$ cat src/rtl/vga_scan_out.sv
// rtl/vga_scan_out.sv - VGA raster timing generator with registered colour/sync output stage (optional border: VGA_BORDER_EN)
module vga_scan_out #(
    parameter int H_VISIBLE = 640,
    parameter int H_FRONT   = 16,
    parameter int H_SYNC    = 96,
    parameter int H_BACK    = 48,
    parameter int V_VISIBLE = 480,
    parameter int V_FRONT   = 10,
    parameter int V_SYNC    = 2,
    parameter int V_BACK    = 33,
    parameter int CLK_DIV   = 2
) (
    input  logic       clk,
    input  logic       rst,
    input  logic [7:0] rgb_in,
    output logic [9:0] hcount,
    output logic [9:0] vcount,
    output logic       visible,
    output logic       frame_start,
    output logic       hsync,
    output logic       vsync,
    output logic [2:0] red,
    output logic [2:0] green,
    output logic [1:0] blue
);

    localparam int H_TOTAL = H_VISIBLE + H_FRONT + H_SYNC + H_BACK;
    localparam int V_TOTAL = V_VISIBLE + V_FRONT + V_SYNC + V_BACK;

    localparam logic [9:0] H_LAST     = 10'(H_TOTAL - 1);
    localparam logic [9:0] V_LAST     = 10'(V_TOTAL - 1);
    localparam logic [9:0] H_VIS      = 10'(H_VISIBLE);
    localparam logic [9:0] V_VIS      = 10'(V_VISIBLE);
    localparam logic [9:0] HS_FIRST   = 10'(H_VISIBLE + H_FRONT);
    localparam logic [9:0] HS_LASTPIX = 10'(H_VISIBLE + H_FRONT + H_SYNC - 1);
    localparam logic [9:0] VS_FIRST   = 10'(V_VISIBLE + V_FRONT);
    localparam logic [9:0] VS_LASTLN  = 10'(V_VISIBLE + V_FRONT + V_SYNC - 1);
    localparam logic [1:0] DIV_LAST   = 2'(CLK_DIV - 1);

    logic [1:0] div_q, div_d;
    logic [9:0] hcount_q, hcount_d;
    logic [9:0] vcount_q, vcount_d;
    logic       tick;
    logic       wrap;
    logic       hs_n, vs_n;
    logic [7:0] colour_q, colour_d;
    logic       hsync_q, vsync_q;
    logic       frame_start_q;

    // With CLK_DIV=1 the divider sits at 0 and tick is permanently high.
    assign tick = (div_q == DIV_LAST);
    assign wrap = tick && (hcount_q == H_LAST) && (vcount_q == V_LAST);

    assign visible = (hcount_q < H_VIS) && (vcount_q < V_VIS);
    assign hs_n    = !((hcount_q >= HS_FIRST) && (hcount_q <= HS_LASTPIX));
    assign vs_n    = !((vcount_q >= VS_FIRST) && (vcount_q <= VS_LASTLN));

    // Divider and scan counter next-state; counters move only on pixel ticks.
    always_comb begin
        div_d    = tick ? 2'd0 : div_q + 2'd1;
        hcount_d = hcount_q;
        vcount_d = vcount_q;
        if (tick) begin
            if (hcount_q == H_LAST) begin
                hcount_d = 10'd0;
                vcount_d = (vcount_q == V_LAST) ? 10'd0 : vcount_q + 10'd1;
            end else begin
                hcount_d = hcount_q + 10'd1;
            end
        end
    end

`ifdef VGA_BORDER_EN
    logic on_border;
    assign on_border = visible &&
                       ((hcount_q == 10'd0) || (hcount_q == H_VIS - 10'd1) ||
                        (vcount_q == 10'd0) || (vcount_q == V_VIS - 10'd1));

    // Colour to load on the next tick: white frame on the visible perimeter, black in blanking.
    always_comb begin
        colour_d = 8'h00;
        if (visible) colour_d = on_border ? 8'hFF : rgb_in;
    end
`else
    // Colour to load on the next tick: pass-through when visible, black in blanking.
    always_comb begin
        colour_d = 8'h00;
        if (visible) colour_d = rgb_in;
    end
`endif

    // Divider and scan position registers.
    always_ff @(posedge clk or posedge rst) begin
        if (rst) begin
            div_q    <= 2'd0;
            hcount_q <= 10'd0;
            vcount_q <= 10'd0;
        end else begin
            div_q    <= div_d;
            hcount_q <= hcount_d;
            vcount_q <= vcount_d;
        end
    end

    // Output stage: one pixel behind the counters so sync and colour stay aligned.
    always_ff @(posedge clk or posedge rst) begin
        if (rst) begin
            hsync_q  <= 1'b1;
            vsync_q  <= 1'b1;
            colour_q <= 8'h00;
        end else if (tick) begin
            hsync_q  <= hs_n;
            vsync_q  <= vs_n;
            colour_q <= colour_d;
        end
    end

    // Single-clk pulse in the cycle after the scan wraps back to (0,0).
    always_ff @(posedge clk or posedge rst) begin
        if (rst) frame_start_q <= 1'b0;
        else     frame_start_q <= wrap;
    end

    assign hcount      = hcount_q;
    assign vcount      = vcount_q;
    assign frame_start = frame_start_q;
    assign hsync       = hsync_q;
    assign vsync       = vsync_q;
    assign red         = colour_q[7:5];
    assign green       = colour_q[4:2];
    assign blue        = colour_q[1:0];

endmodule

$ cat config.mk
export PLATFORM = sky130hd
export DESIGN_NAME = vga_scan_out
export DESIGN_NICKNAME = d
export VERILOG_FILES = /design/src/rtl/vga_scan_out.sv
export SDC_FILE = /design/constraint.sdc
export NUM_CORES = 1
export LEC_CHECK = 0
export BUFFER_PORTS_ARGS = -buffer_cell sky130_fd_sc_hd__buf_2
export CAP_MARGIN = 40
export CORE_MARGIN = 2
export CORE_UTILIZATION = 55
export DETAILED_ROUTE_END_ITERATION = 6
export GPL_TIMING_DRIVEN = 0
export HOLD_SLACK_MARGIN = 0.03
export PLACE_DENSITY = 0.83
export SLEW_MARGIN = 30
export SYNTH_ARGS = -nofsm -noshare
export SYNTH_HDL_FRONTEND = slang
export SYNTH_SLANG_ARGS = --single-unit
$ cat constraint.sdc
create_clock -name clk -period 2.8 [get_ports clk]
set_input_delay 0.14 -clock clk [delete_from_list [all_inputs] [get_ports clk]]
set_output_delay 0.14 -clock clk [all_outputs]
set_load 0.005 [all_outputs]
* Word-level counts from Yosys, hierarchy flattened
Index checks and enable logic that the tools add are counted.
** Operators by class
- Order comparisons :: 6
- $mul :: 0
- Equality and inequality tests :: 3
- Reduce and logical (&&, ||, !) cells :: 8
- Shifts and indexed selects :: 0
- Bitwise gates (word level) :: 0
- Mux-type cells :: 4
- Add/subtract/negate cells :: 3
- Div/mod/pow operators :: 0
** Operator list (count)
- 10-bit by 1-bit adder with 10-bit output (second input constant) :: 2
- 10-bit equality test (second input constant) :: 2
- 10-bit two-way mux :: 2
- 10-bit >= comparator (second input constant) :: 1
- 10-bit by 9-bit >= comparator with 1-bit output (second input constant) :: 1
- 10-bit less-or-equal comparator (second input constant) :: 1
- 10-bit by 9-bit less-or-equal comparator with 1-bit output (second input constant) :: 1
- 10-bit < comparator (second input constant) :: 1
- 10-bit by 9-bit < comparator with 1-bit output (second input constant) :: 1
- 8-bit two-way mux :: 1
- 1-bit logical AND :: 5
- 2-bit by 1-bit adder with 2-bit output (second input constant) :: 1
- 2-bit by 1-bit equality test with 1-bit output (second input constant) :: 1
- 1-bit logical NOT :: 2
- 2-bit two-way mux :: 1
- 2-bit AND reduction :: 1
** Word-level totals
- ROM bits :: 0
- RAM bits :: 0
- Output and inout bits :: 32
- Logic and storage cells :: 31
- Memories :: 0
- Latch bits :: 0
- Flip-flop bits (word level) :: 33
- Bits of input ports :: 10

* Logic depth before layout (Yosys ltp)
- Word-level depth :: 3
- Mapped depth :: 7
- Depth with buffers taken out :: 5

* Worst setup path after synthesis
No wires, ideal clock.
- Kind :: flip-flop to flip-flop
- Start point :: register hcount_q[0] (netlist: hcount[0])
- End point :: register vcount_q[4] (netlist: vcount[4])
- Path buffers :: 0
- Period minus slack after synthesis :: 1.621 ns
- Library setup time :: 0.125 ns
- Setup slack :: 1.179 ns
- Data required time :: 2.675 ns
- Data arrival time :: 1.496 ns
- Stages on the path, launching flop included :: 6
- Path through :: dfrtp_1 -> ha_1 -> and4b_4 -> and4b_4 -> nand4_1 -> mux2_4
** On the way
- Cells in the longest elaborated chain, start to end :: 2
** Ends and longest elaborated chain
- start, declared :: RTL line 41 : logic [9:0] hcount_q, hcount_d;
- start signal, assigned :: RTL line 100 : hcount_q <= hcount_d;
- 10-bit equality test :: RTL line 64 : if (hcount_q == H_LAST) begin
- 2-bit AND reduction (no source line)
- end signal, assigned :: RTL line 101 : vcount_q <= vcount_d;
- end, declared :: RTL line 42 : logic [9:0] vcount_q, vcount_d;
Every way passes these cells.
A chain may end at the register's enable or synchronous reset.

* Final worst setup path
Ends and elaborated chain as after synthesis.

==> results.txt <==
The flow ran to the end, and the final reports show no timing, DRC or antenna violations. The first global-routing pass estimated 5.878 mm of wire. The HPWL after detailed placement came out at around 2.5 mm. The min-delay analysis places its worst path in the category input pin to flop.

The fraction of post-synthesis cell area in the top cell type by area came out at 49.01%. Counting distinct cell types in the post-synthesis netlist gives 42. CTS placed an instance of sky130_fd_sc_hd__clkbuf_4 at the clock tree root.

The count of cells resized by post-cts repair is 0. The initial utilization of the core area, before any placement, comes to 57.89%. TritonCTS built the clock tree. After detailed placement, the design holds a cell count of between 200 and 250. The worst path arrival time is 1.99 ns.

For this run, asynchronously set or reset flops after synthesis account for 100.0%. The cell-internal power is 0.6175 mW. In this run the critical register-to-register path is captured at vcount[4]$_DFFE_PP0P_. Routability-driven placement finished with a final weighted congestion of 0.8615. The synthesis-stage register bit count came out at 33.

The worst-case IR drop observed on VDD is 0.3616 mV. In this run the static leakage power is 0.9706 nW. The number of enable-type register cells in the synthesized netlist is 0. The detailed router finished its first iteration with 52 violations. The depth of the worst register-to-register path came out at 5. The routed length per instance came out at 15.08 um. The number of vias per cell after detailed routing came out at between 5 and 6. After layout, the worst path uses between 60% and 70% of the clock period. The remaining max-slew budget at the tightest pin came out at 55.74%. The worst setup skew after layout is 0.006339 ns. The worst-case hold path end point is colour_q[7]$_DFFE_PP0P_. The number of pins with negative max-slew slack in the final report is 0. The area of the mapped netlist is 1583 um2. The post-synthesis average cell area is 10.99 um2. Yosys attributes the largest share of cell area to sky130_fd_sc_hd__dfrtp_1 (49%), sky130_fd_sc_hd__a22o_1 (5.0%), sky130_fd_sc_hd__xnor2_1 (4.4%). The instance count of the mapped netlist is 144. The worst register-to-register path begins at hcount[0]$_DFFE_PP0P_. The maximum fanout along the worst path is 5. On the critical path, the stage with the largest delay is an instance of sky130_fd_sc_hd__dfrtp_1. Summed over all instances, the cell type with the most area after synthesis is sky130_fd_sc_hd__dfrtp_1. The die is 57.65 um wide. The highest achievable clock rate is about 560 MHz. The routed design has around 3.4 mm of wire.

For this block, the via count after detailed routing is approximately 1300. The remaining routing DRC violations came out at 0. The number of antenna diodes came out at 0. In this run the power spent charging and discharging nets is 0.1617 mW. The power per standard cell area came out at 403.3 nW/um2.

The count of nets after finishing came out at 211. The core area came out at 2734 um2. STA classifies the critical path startpoint as a flop. The share of power burned in registers came out at 62.3%. The smallest clock period supported by the final layout is computed as between 1.5 and 2 ns.

The transition at the pin with the smallest max-transition slack is 0.6629 ns. The worst setup path is captured at a flop. The number of hold-slack violations in the final timing report came out at 0. The total number of placement rows came out at 19. The switching share of total power came out at between 20% and 30%. The top cell family by delay on the critical path is simple AND/OR/NAND/NOR gates.

The clock latency reported for the late side of the worst-skew pair is 0.33 ns. The post-detailed-placement cell area is approximately 1800 um2. The clock network fraction of total power came out at 33.5%. The die span in y is around 58 um. The worst min-delay path startpoint is rgb_in[7].

Once layout is complete, the cells apart from fillers number 228. The area enclosed by the die boundary came out at 3323 um2. The combinational group share of total power came out at 4.2%. The clock drives 33 sinks. The number of clock buffers added by TritonCTS is 5. For this run, the slowest stage of the critical path takes about 0.43 ns. For this run, the register share of the synthesized area comes to 52.33%. Setup repair after global routing left no endpoint under its margin. The synthesized netlist net count is 158.

The first-pass detailed-route iteration total came out at 4. By startpoint and endpoint, the worst setup path is classified as flop to flop. In this run the count of I/O pins placed on the die edge is 42. The number of maximum-capacitance violations came out at 0. Counting instances, the worst hold path has a depth of 2. In this run the deepest clock path goes through 2 buffers.

The number of buffers added on ports came out at 41. Clock-pin slew was measured on the worst setup and hold paths at about 0.09 ns. The most used flip-flop cell after synthesis is sky130_fd_sc_hd__dfrtp_1.

The total congestion overflow after global routing is 0. The area added between synthesis and finish came out at 22.06%. Entering global routing, the biggest net connects 34 pins. The all-layer global routing usage is 23.56%. The finished cells cover around 1900 um2.

In the final layout, the share of cells above drive strength 1 is 30.46%. The Yosys step of the flow raised 0 warnings. Across all hold checks on the routed design, the worst slack comes to 0.04127 ns. The number of antenna violations at the first check in global routing came out at 0. Together, buffers and inverters on the worst path number 0. Across all register-to-register paths, the minimum setup slack is a little over 1 ns. For the worst setup path, the data required time is ~3 ns. Buffers added to address setup during post-CTS repair amount to 0. The setup TNS after final layout came out at 0 ns. Walking the worst path, the cells encountered are ha_1, and4b_4, and4b_4, nand4_1, mux2_4. Once detail routing completed, the nets flagged for antenna violations numbered 0. The setup-violating endpoint count in the final report came out at 0. The deepest level of the CTS H-tree came out at 2. The number of global-route vias before repair came out at 1314. Among the stages of the critical path, the cell type that occurs most often is sky130_fd_sc_hd__and4b_4. The filler cell count in the final layout came out at between 200 and 250. The multi-input logic area is 700.7 um2. In the final layout, flip-flops and latches occupy around 830 um2. Hold repair after CTS inserted 5 buffers.
routing by layer:
| layer | track usage (%) | vias to the layer above | wire length, um |
|---|---|---|---|
| met4 | 8.970 | 0 | 60 |
| met5 | 0 | - | 0 |
| met3 | 8.259 | 8 | 208 |
| met2 | 38.80 | 43 | 1735 |
| li1 | - | 631 | - |
| met1 | 28.53 | 653 | 1433 |
area by class of cell:
| class | instances | share of cell area (%) |
|---|---|---|
| Buffer | 5 | 1.425 |
| Clock buffer | 7 | 2.850 |
| Inverter | 7 | 1.360 |
| Multi-Input combinational cell | 99 | 36.27 |
| Sequential cell | 33 | 42.88 |
| Tap cell | 31 | 2.008 |
| Timing Repair Buffer | 46 | 13.21 |
state kept, by name (all words and copies together), names as in the netlist:
register and flops:
colour_q 8, div_q 2, frame_start 1, hcount 10, hsync 1, vcount 10
vsync 1
Yosys cell counts, drive strengths merged (2+ instances only):
| master | n |
|---|---|
| inv | 7 |
| nor3 | 2 |
| o21ai | 5 |
| xor2 | 3 |
| a21oi | 3 |
| nand2 | 13 |
| and3b | 2 |
| nand4 | 8 |
| dfstp | 2 |
| xnor2 | 8 |
| and4b | 4 |
| and4 | 3 |
| buf | 4 |
| and2 | 2 |
| a31oi | 3 |
| and3 | 4 |
| nor2 | 6 |
| nand3 | 6 |
| ha | 4 |
| dfrtp | 31 |
| a22o | 9 |
cell families after synthesis:
kind of cell | after synthesis | share of synthesized area [%]
multiplexers | 1 | 0.9483
buffers and inverters | 12 | 3.398
AND/OR/NAND/NOR | 57 | 21.98
adder cells (fa/ha/maj) | 4 | 3.162
flip-flops | 33 | 52.33
AO/OA/AOI/OAI | 26 | 12.10
XOR/XNOR | 11 | 6.087
worst max-delay path by stage:
stage / startpoint / endpoint / slack, ns / depth (start not counted)
6_report: hcount[0]$_DFFE_PP0P_ / vcount[4]$_DFFE_PP0P_ / 1.03 / 5
5_1_grt: vcount[5]$_DFFE_PP0P_ / vcount[3]$_DFFE_PP0P_ / 0.90 / 4
3_3_place_gp: hcount[1]$_DFFE_PP0P_ / vcount[4]$_DFFE_PP0P_ / 1.08 / 5
2_1_floorplan: hcount[0]$_DFFE_PP0P_ / vcount[4]$_DFFE_PP0P_ / 1.18 / 5
4_1_cts: hcount[0]$_DFFE_PP0P_ / vcount[4]$_DFFE_PP0P_ / 1.02 / 5
3_5_place_dp: hcount[0]$_DFFE_PP0P_ / vcount[4]$_DFFE_PP0P_ / 1.03 / 5
metrics by stage:
stage | utilization [%] | power (mW) | setup WS (ns)
after floorplan | - | 0.5072 | 1.179
after global placement | 66.82 | 0.5210 | 1.079
after detailed placement | 66.82 | 0.5230 | 1.028
after CTS | 70.66 | 0.7872 | 1.024
after global routing | 70.66 | 0.8074 | 0.8984
final | 70.66 | 0.7792 | 1.029
cell usage in the layout, fill, tap and decap left out, types with 5 or more instances in the layout:
master                          netlist  routed
sky130_fd_sc_hd__clkbuf_4             0       5
sky130_fd_sc_hd__buf_2                1      42
sky130_fd_sc_hd__nor2_1               6       6
sky130_fd_sc_hd__nand3_1              6       6
sky130_fd_sc_hd__nand4_1              8       8
sky130_fd_sc_hd__dfrtp_1             31      31
sky130_fd_sc_hd__nand2_1             13      13
sky130_fd_sc_hd__xnor2_1              8       8
sky130_fd_sc_hd__inv_1                7       6
sky130_fd_sc_hd__dlygate4sd3_1        0       5
sky130_fd_sc_hd__a22o_1               9       9
power groups by stage:
stage	clock network, mW	registers, mW	logic [mW]
2_1_floorplan	0	0.495	0.0121
3_3_place_gp	0	0.494	0.0269
3_5_place_dp	0	0.495	0.0281
4_1_cts	0.268	0.485	0.0336
5_1_grt	0.284	0.486	0.0371
6_report	0.261	0.485	0.0328
Note: power is estimated with default switching activity, not from simulation.
